<file path="src/rtl/pipelined_adder.sv">
// Segmented-carry add/subtract pipeline with valid/ready flow control.
// Level 0 registers the operands; level k resolves carry segment k-1.
module pipelined_adder #(
    parameter int WIDTH  = 16,
    parameter int STAGES = 4
) (
    input  logic             Clk,
    input  logic             Resetn,
    input  logic [WIDTH-1:0] A,
    input  logic [WIDTH-1:0] B,
    input  logic             Cin,
    input  logic             Sub,
    input  logic             InValid,
    output logic             InReady,
    output logic [WIDTH-1:0] S,
    output logic             Cout,
    output logic             Ovf,
    output logic             OutValid,
    input  logic             OutReady,
    output logic             Busy
);

    localparam int SEG = WIDTH / STAGES;

    logic [STAGES:0]  r_vld;
    logic [WIDTH-1:0] r_a [STAGES];
    logic [WIDTH-1:0] r_b [STAGES];
    logic [WIDTH-1:0] r_s [STAGES+1];
    logic             r_c [STAGES+1];
    logic             r_ovf;

    logic [WIDTH-1:0] w_s [1:STAGES];
    logic             w_c [1:STAGES];
    logic [SEG:0]     w_sum;
    logic             w_ovf;
    logic             w_stall;

    assign w_stall  = r_vld[STAGES] && !OutReady;
    assign InReady  = !w_stall;
    assign S        = r_s[STAGES];
    assign Cout     = r_c[STAGES];
    assign Ovf      = r_ovf;
    assign OutValid = r_vld[STAGES];
    assign Busy     = |r_vld;

    // Each level adds its own segment and carries resolved bits forward.
    always_comb begin
        w_sum = '0;
        for (int k = 1; k <= STAGES; k++) begin
            w_sum = {1'b0, r_a[k-1][(k-1)*SEG +: SEG]}
                  + {1'b0, r_b[k-1][(k-1)*SEG +: SEG]}
                  + {{SEG{1'b0}}, r_c[k-1]};
            w_s[k] = r_s[k-1];
            w_s[k][(k-1)*SEG +: SEG] = w_sum[SEG-1:0];
            w_c[k] = w_sum[SEG];
        end
        w_ovf = r_a[STAGES-1][WIDTH-1] ^ r_b[STAGES-1][WIDTH-1]
              ^ w_s[STAGES][WIDTH-1] ^ w_c[STAGES];
    end

    always_ff @(posedge Clk or negedge Resetn) begin
        if (!Resetn) begin
            r_vld <= '0;
            r_ovf <= 1'b0;
            for (int k = 0; k < STAGES; k++) begin
                r_a[k] <= '0;
                r_b[k] <= '0;
            end
            for (int k = 0; k <= STAGES; k++) begin
                r_s[k] <= '0;
                r_c[k] <= 1'b0;
            end
        end else if (!w_stall) begin
            r_vld <= {r_vld[STAGES-1:0], InValid};
            if (InValid) begin
                r_a[0] <= A;
                r_b[0] <= Sub ? ~B : B;
                r_c[0] <= Cin ^ Sub;
                r_s[0] <= '0;
            end
            for (int k = 1; k < STAGES; k++) begin
                r_a[k] <= r_a[k-1];
                r_b[k] <= r_b[k-1];
            end
            for (int k = 1; k <= STAGES; k++) begin
                r_s[k] <= w_s[k];
                r_c[k] <= w_c[k];
            end
            r_ovf <= w_ovf;
        end
    end

endmodule

</file>
<file path="config.mk">
export PLATFORM = sky130hd
export DESIGN_NAME = pipelined_adder
export DESIGN_NICKNAME = d
export VERILOG_FILES = /design/src/rtl/pipelined_adder.sv
export SDC_FILE = /design/constraint.sdc
export NUM_CORES = 1
export LEC_CHECK = 0
export CAP_MARGIN = 40
export CORE_AREA = 2 2 99 101
export CTS_CLUSTER_SIZE = 14
export DETAILED_ROUTE_END_ITERATION = 7
export DIE_AREA = 0 0 101 103
export DONT_BUFFER_PORTS = 1
export PLACE_DENSITY = 0.8
export SYNTH_ARGS = -nofsm -noshare
export SYNTH_HDL_FRONTEND = slang
export SYNTH_SLANG_ARGS = --single-unit
export TNS_END_PERCENT = 50
</file>
<file path="constraint.sdc">
create_clock -name Clk -period 2.8 [get_ports Clk]
set_clock_uncertainty 0.1 [all_clocks]
set_input_delay 0.56 -clock Clk [delete_from_list [all_inputs] [get_ports Clk]]
set_output_delay 0.56 -clock Clk [all_outputs]
set_load 0.05 [all_outputs]
</file>
==> reports/metrics.cfg, run 1 <==
[place]
hpwl_um = 5661
portBuffers = 0
place_congestion = 0.7676
dp.cells = 650

[route]
ant_nets = 0
drt_pre_antenna_iters = 5
drt-total-wl_um = 9368
wl_per_cell_um = 13.74
drt_iter0_drc = 214
vias = 3528
viasPerCell = 5.173
drc = 0

[pwr]
power.density_mw_per_mm2 = 1279
finalPower_mw = 7.905
ir_worst_vdd_uv = 636.6
leakage_nw = 3.149

[timing]
setup_tns_ns = 0
setup_viol = 0
final_max_slew_viol_count = 0
rsz0062_at_grt = no
worst_slew_pin_slew_ns = 0.8679
post-route-period-util_pct = 85.80
fmax_mhz = 416.3
final_hold_viol_count = 131
hold_ws_ns = -0.3738
min_period_ns = 2.402
relSlewSlack_pct = 42.14

[global_routing]
grt_max_degree = 132
grtUsageTotal_pct = 19.46
grt_antenna_before_repair = 0
grt_overflow = 0
grt_pass1_wl_um = 15530
grt_pass1_vias = 3369

[cells_and_area]
drive_above_1_share_pct = 9.507
final_cell_count_no_fill = 682
most-common-layout-cells = nand2_1 (257), dfrtp_1 (131), o21ai_0 (29), xnor2_1 (18)
layout_commonest_cell = nand2_1
syn_to_final_growth_pct = 8.217
finish.utilization_pct = 65.33
antenna_cells = 0
nets = 613

[flow_run]
max-cap-violations = 0

[critical_path]
worstRegToRegCells = 6
r2r-start = r_a[12]
cpMaxStageDelayCell = dfrtp_1
end_kind = primary output
cp.required_ns = 2.14
regToRegSetupSlack_ns = 0.65
crit_arrival_ns = 1.74
crit_path_max_fanout = 104
critical_path.top_delay_family = buffers and inverters
r2r_end = Ovf
slowest_delay_ns = 0.37
critical_path.cell_chain = buf_4 > nor2b_4 > inv_4 > buf_12
crit_buf_inv = 3
path_class = flop to primary output
start_kind = flop

[logic_synthesis]
yosysSeqAreaShare_pct = 57.41
synth_area_per_cell_um2 = 9.897
synth.distinct_cells = 25
yosysWarnings = 0
synth_seq_cells = 131
synth_nets = 635
syn_area_mm2 = 0.005710
synthCells = 577

[status]
outcome = complete, but fails checks
violations = hold timing

[min_path]
hp-class = input port to asynchronous set/reset pin

[clock_tree]
cts_buffers = 17
htree_num_levels = 4
post-cts-setup-buffer-count = 0
cts_buffer_depth = 2
clk_pin_slew_ns = 0.06
clock_latency_ns = 0.53
cts_tree = done
cts_resized = 0
cts-root-buf = clkbuf_8
cts.sinks = 131

[die]
die_h_um = 103
dieArea_mm2 = 0.01040
initial_core_util_pct = 60.37
coreArea_mm2 = 0.009459
rows = 36
dieWidth_um = 101
ioPinCount = 59

==> per-stage QoR <==
step	instance area [µm²]	worst slack, ns
final	6180	0.3976
after global routing	6180	0.3139
after CTS	6180	0.3974
after detailed placement	5609	0.6607
after global placement	5609	0.7016
after floorplan	5710	0.6739
==> cell usage after synthesis <==
library cell | number | area, µm²
inv_4 | 1 | 6.260
nor3_1 | 1 | 5.000
nor2b_4 | 1 | 13.76
dfrtp_1 | 131 | 3278
buf_2 | 18 | 90.09
xor2_1 | 7 | 61.31
nor2b_1 | 3 | 18.77
buf_4 | 20 | 150.1
buf_6 | 2 | 22.52
o21ai_0 | 29 | 145.1
fa_1 | 8 | 160.2
o21ai_1 | 1 | 5.000
nand2b_1 | 1 | 6.260
nand2_4 | 1 | 11.26
a21oi_1 | 16 | 80.08
clkbuf_2 | 1 | 5.000
clkbuf_1 | 3 | 11.26
ha_1 | 12 | 150.1
a21o_1 | 5 | 37.54
inv_1 | 10 | 37.54
xnor2_1 | 18 | 157.7
mux2_2 | 1 | 11.26
nor2_1 | 15 | 56.30
mux2_4 | 15 | 225.2
nand2_1 | 257 | 964.7
==> area by class of cell <==
class                   count  area [µm²]
multi-input cells         391        2110
fillers                   699        3279
clock inverters            15       156.4
well taps                 114       142.6
repair buffers              3       35.03
flip-flops and latches    131        3278
clock buffers              17       414.1
inverters                  11       43.79
==> worst register-to-register path, cell delays in order (launching register included) <==
cell and delay (ns):
dfrtp_1 0.40, fa_1 0.46, fa_1 0.41, a21o_1 0.19, a21oi_1 0.22, xnor2_1 0.15
o21ai_1 0.07
==> power by group <==
group | total [mW] | internal, mW | switching (mW)
Sequential | 3.69 | 2.73 | 0.956
Clock | 2.10 | 1.27 | 0.834
Combinational | 2.11 | 0.905 | 1.21
Total | 7.91 | 4.91 | 3.00
==> cells by family (layout without fill, tap and decap cells) <==
kind of cell	count (synthesis)	in the layout	synth area share, %
DFF	131	131	57.41
xor gates and xnor gates	25	25	3.834
and+or+nand+nor	279	279	18.84
AOI/OAI and AO/OA	51	51	4.689
adders and majority gates	20	20	5.434
muxes	16	16	4.141
buffers and inverters	55	46	5.653
==> flip-flops by register name, indices dropped and copies added (netlist names) <==
signal / flops
r_c: 4
S: 16
r_b: 40
r_a: 40
r_s: 24
Ovf: 1
r_vld: 5
Cout: 1
==> routing by layer <==
metal  wire length [µm]  vias up  global-route usage, %
met2               4270       90                  28.62
met1               4459     1676                  26.83
met4                119        0                  7.069
li1                   -     1750                      -
met5                  0        -                      0
met3                519       12                  7.254
==> worst max-delay path by stage <==
stage | from | end | slack, ns | depth (start not counted)
final | r_vld[4] | InReady | 0.40 | 4
after global routing | r_vld[4] | InReady | 0.31 | 4
after floorplan | r_vld[4] | InReady | 0.67 | 3
after CTS | r_vld[4] | InReady | 0.40 | 4
after detailed placement | r_a[12] | Ovf | 0.66 | 6
after global placement | r_a[12] | Ovf | 0.70 | 6
Note: power is estimated with default switching activity, not from simulation.
==> inputs of run 2 (changes only) <==
CTS_BUF_LIST = sky130_fd_sc_hd__clkbuf_16   (was not set)
TNS_END_PERCENT = not set   (was 50)
==> reports/metrics.cfg, run 2 (same netlist as run 1, synthesis figures left out) <==
[status]
outcome = complete, but fails checks
violations = hold timing

[min_path]
hp-class = input port to asynchronous set/reset pin

[clock_tree]
post-cts-setup-buffer-count = 0
cts_buffer_depth = 2
cts_tree = done
cts.sinks = 131
htree_num_levels = 4
clock_latency_ns = 0.42
cts-root-buf = clkbuf_16
cts_resized = 0
cts_buffers = 17
clk_pin_slew_ns = 0.06

[timing]
setup_tns_ns = 0
rsz0062_at_grt = no
final_hold_viol_count = 131
hold_ws_ns = -0.2630
final_max_slew_viol_count = 0
worst_slew_pin_slew_ns = 0.8577
setup_ws_ns = 0.5186
fmax_mhz = 438.3
relSlewSlack_pct = 42.82
post-route-period-util_pct = 81.48
setup_viol = 0
min_period_ns = 2.281

[critical_path]
cp.required_ns = 2.14
r2r-start = r_a[12]
end_kind = primary output
start_kind = flop
r2r_end = Ovf
crit_path_max_fanout = 104
worstRegToRegCells = 6
crit_arrival_ns = 1.62
regToRegSetupSlack_ns = 0.65
path_class = flop to primary output

[cells_and_area]
fin_area_mm2 = 0.006191
most-common-layout-cells = nand2_1 (257), dfrtp_1 (131), o21ai_0 (29), xnor2_1 (18), clkbuf_16 (17)
drive_above_1_share_pct = 9.507
largestRegisters = r_a (40), r_b (40), r_s (24)
nets = 613
antenna_cells = 0
layout_commonest_cell = nand2_1
finish.utilization_pct = 65.45
syn_to_final_growth_pct = 8.414

[pwr]
power.density_mw_per_mm2 = 1285
ir_worst_vdd_uv = 638.2
finalPower_mw = 7.955
leakage_nw = 3.154

[route]
drt_iter0_drc = 209
vias = 3532
wl_per_cell_um = 13.67
drt-total-wl_um = 9326
drc = 0
viasPerCell = 5.179
ant_nets = 0
drt_pre_antenna_iters = 5

[place]
portBuffers = 0
place_congestion = 0.7676
placed_area_mm2 = 0.005609
hpwl_um = 5661
pre_cts_ws_ns = 0.6607

[global_routing]
grt_overflow = 0
grt_max_degree = 132
grt_pass1_vias = 3374
grt_pass1_wl_um = 15550
grtUsageTotal_pct = 19.49
grt_antenna_before_repair = 0

[die]
dieArea_mm2 = 0.01040
dieWidth_um = 101
rows = 36
die_h_um = 103
initial_core_util_pct = 60.37
coreArea_mm2 = 0.009459
ioPinCount = 59

[flow_run]
max-cap-violations = 0

run 2: cell types whose count changed in the layout (fill, tap and decap cells not counted):
cell       delta
clkbuf_8      -1
clkbuf_16     +1
run 2: per-layer routing:
| metal | wire length, µm | vias to the layer above | GRT usage (%) |
|---|---|---|---|
| li1 | - | 1754 | - |
| met2 | 4248 | 80 | 28.67 |
| met5 | 0 | - | 0 |
| met4 | 123 | 0 | 7.069 |
| met1 | 4447 | 1685 | 26.88 |
| met3 | 506 | 13 | 7.254 |
run 2: power breakdown:
group	switching (mW)	internal, mW
Sequential	0.957	2.73
Clock	0.834	1.31
Combinational	1.21	0.907
run 2: how the worst max path moves through the flow:
stage / start / to / slack [ns] / cells after the start
6_report: r_vld[4] / InReady / 0.52 / 4
5_1_grt: r_vld[4] / InReady / 0.43 / 4
4_1_cts: r_vld[4] / InReady / 0.51 / 4
3_5_place_dp: r_a[12] / Ovf / 0.66 / 6
3_3_place_gp: r_a[12] / Ovf / 0.70 / 6
2_1_floorplan: r_vld[4] / InReady / 0.67 / 3
run 2: critical path: stages, from the launching register on:
cell and delay [ns]:
dfrtp_1 0.37, buf_4 0.19, nor2b_4 0.15, inv_4 0.07, buf_12 0.38
run 2: final cells by class:
class | instances | area, µm²
fill | 698 | 3268
sequential | 131 | 3278
clock buffer | 17 | 425.4
timing repair buffer | 3 | 35.03
multi-input combinational | 391 | 2110
inverter | 11 | 43.79
clock inverter | 15 | 156.4
tap | 114 | 142.6
run 2: per-stage QoR:
step	instances	hold WS [ns]
5_1_grt	682	-0.2835
4_1_cts	682	-0.2734
6_report	682	-0.2630
3_5_place_dp	650	0.1674
3_3_place_gp	650	0.1679
2_1_floorplan	577	0.1644
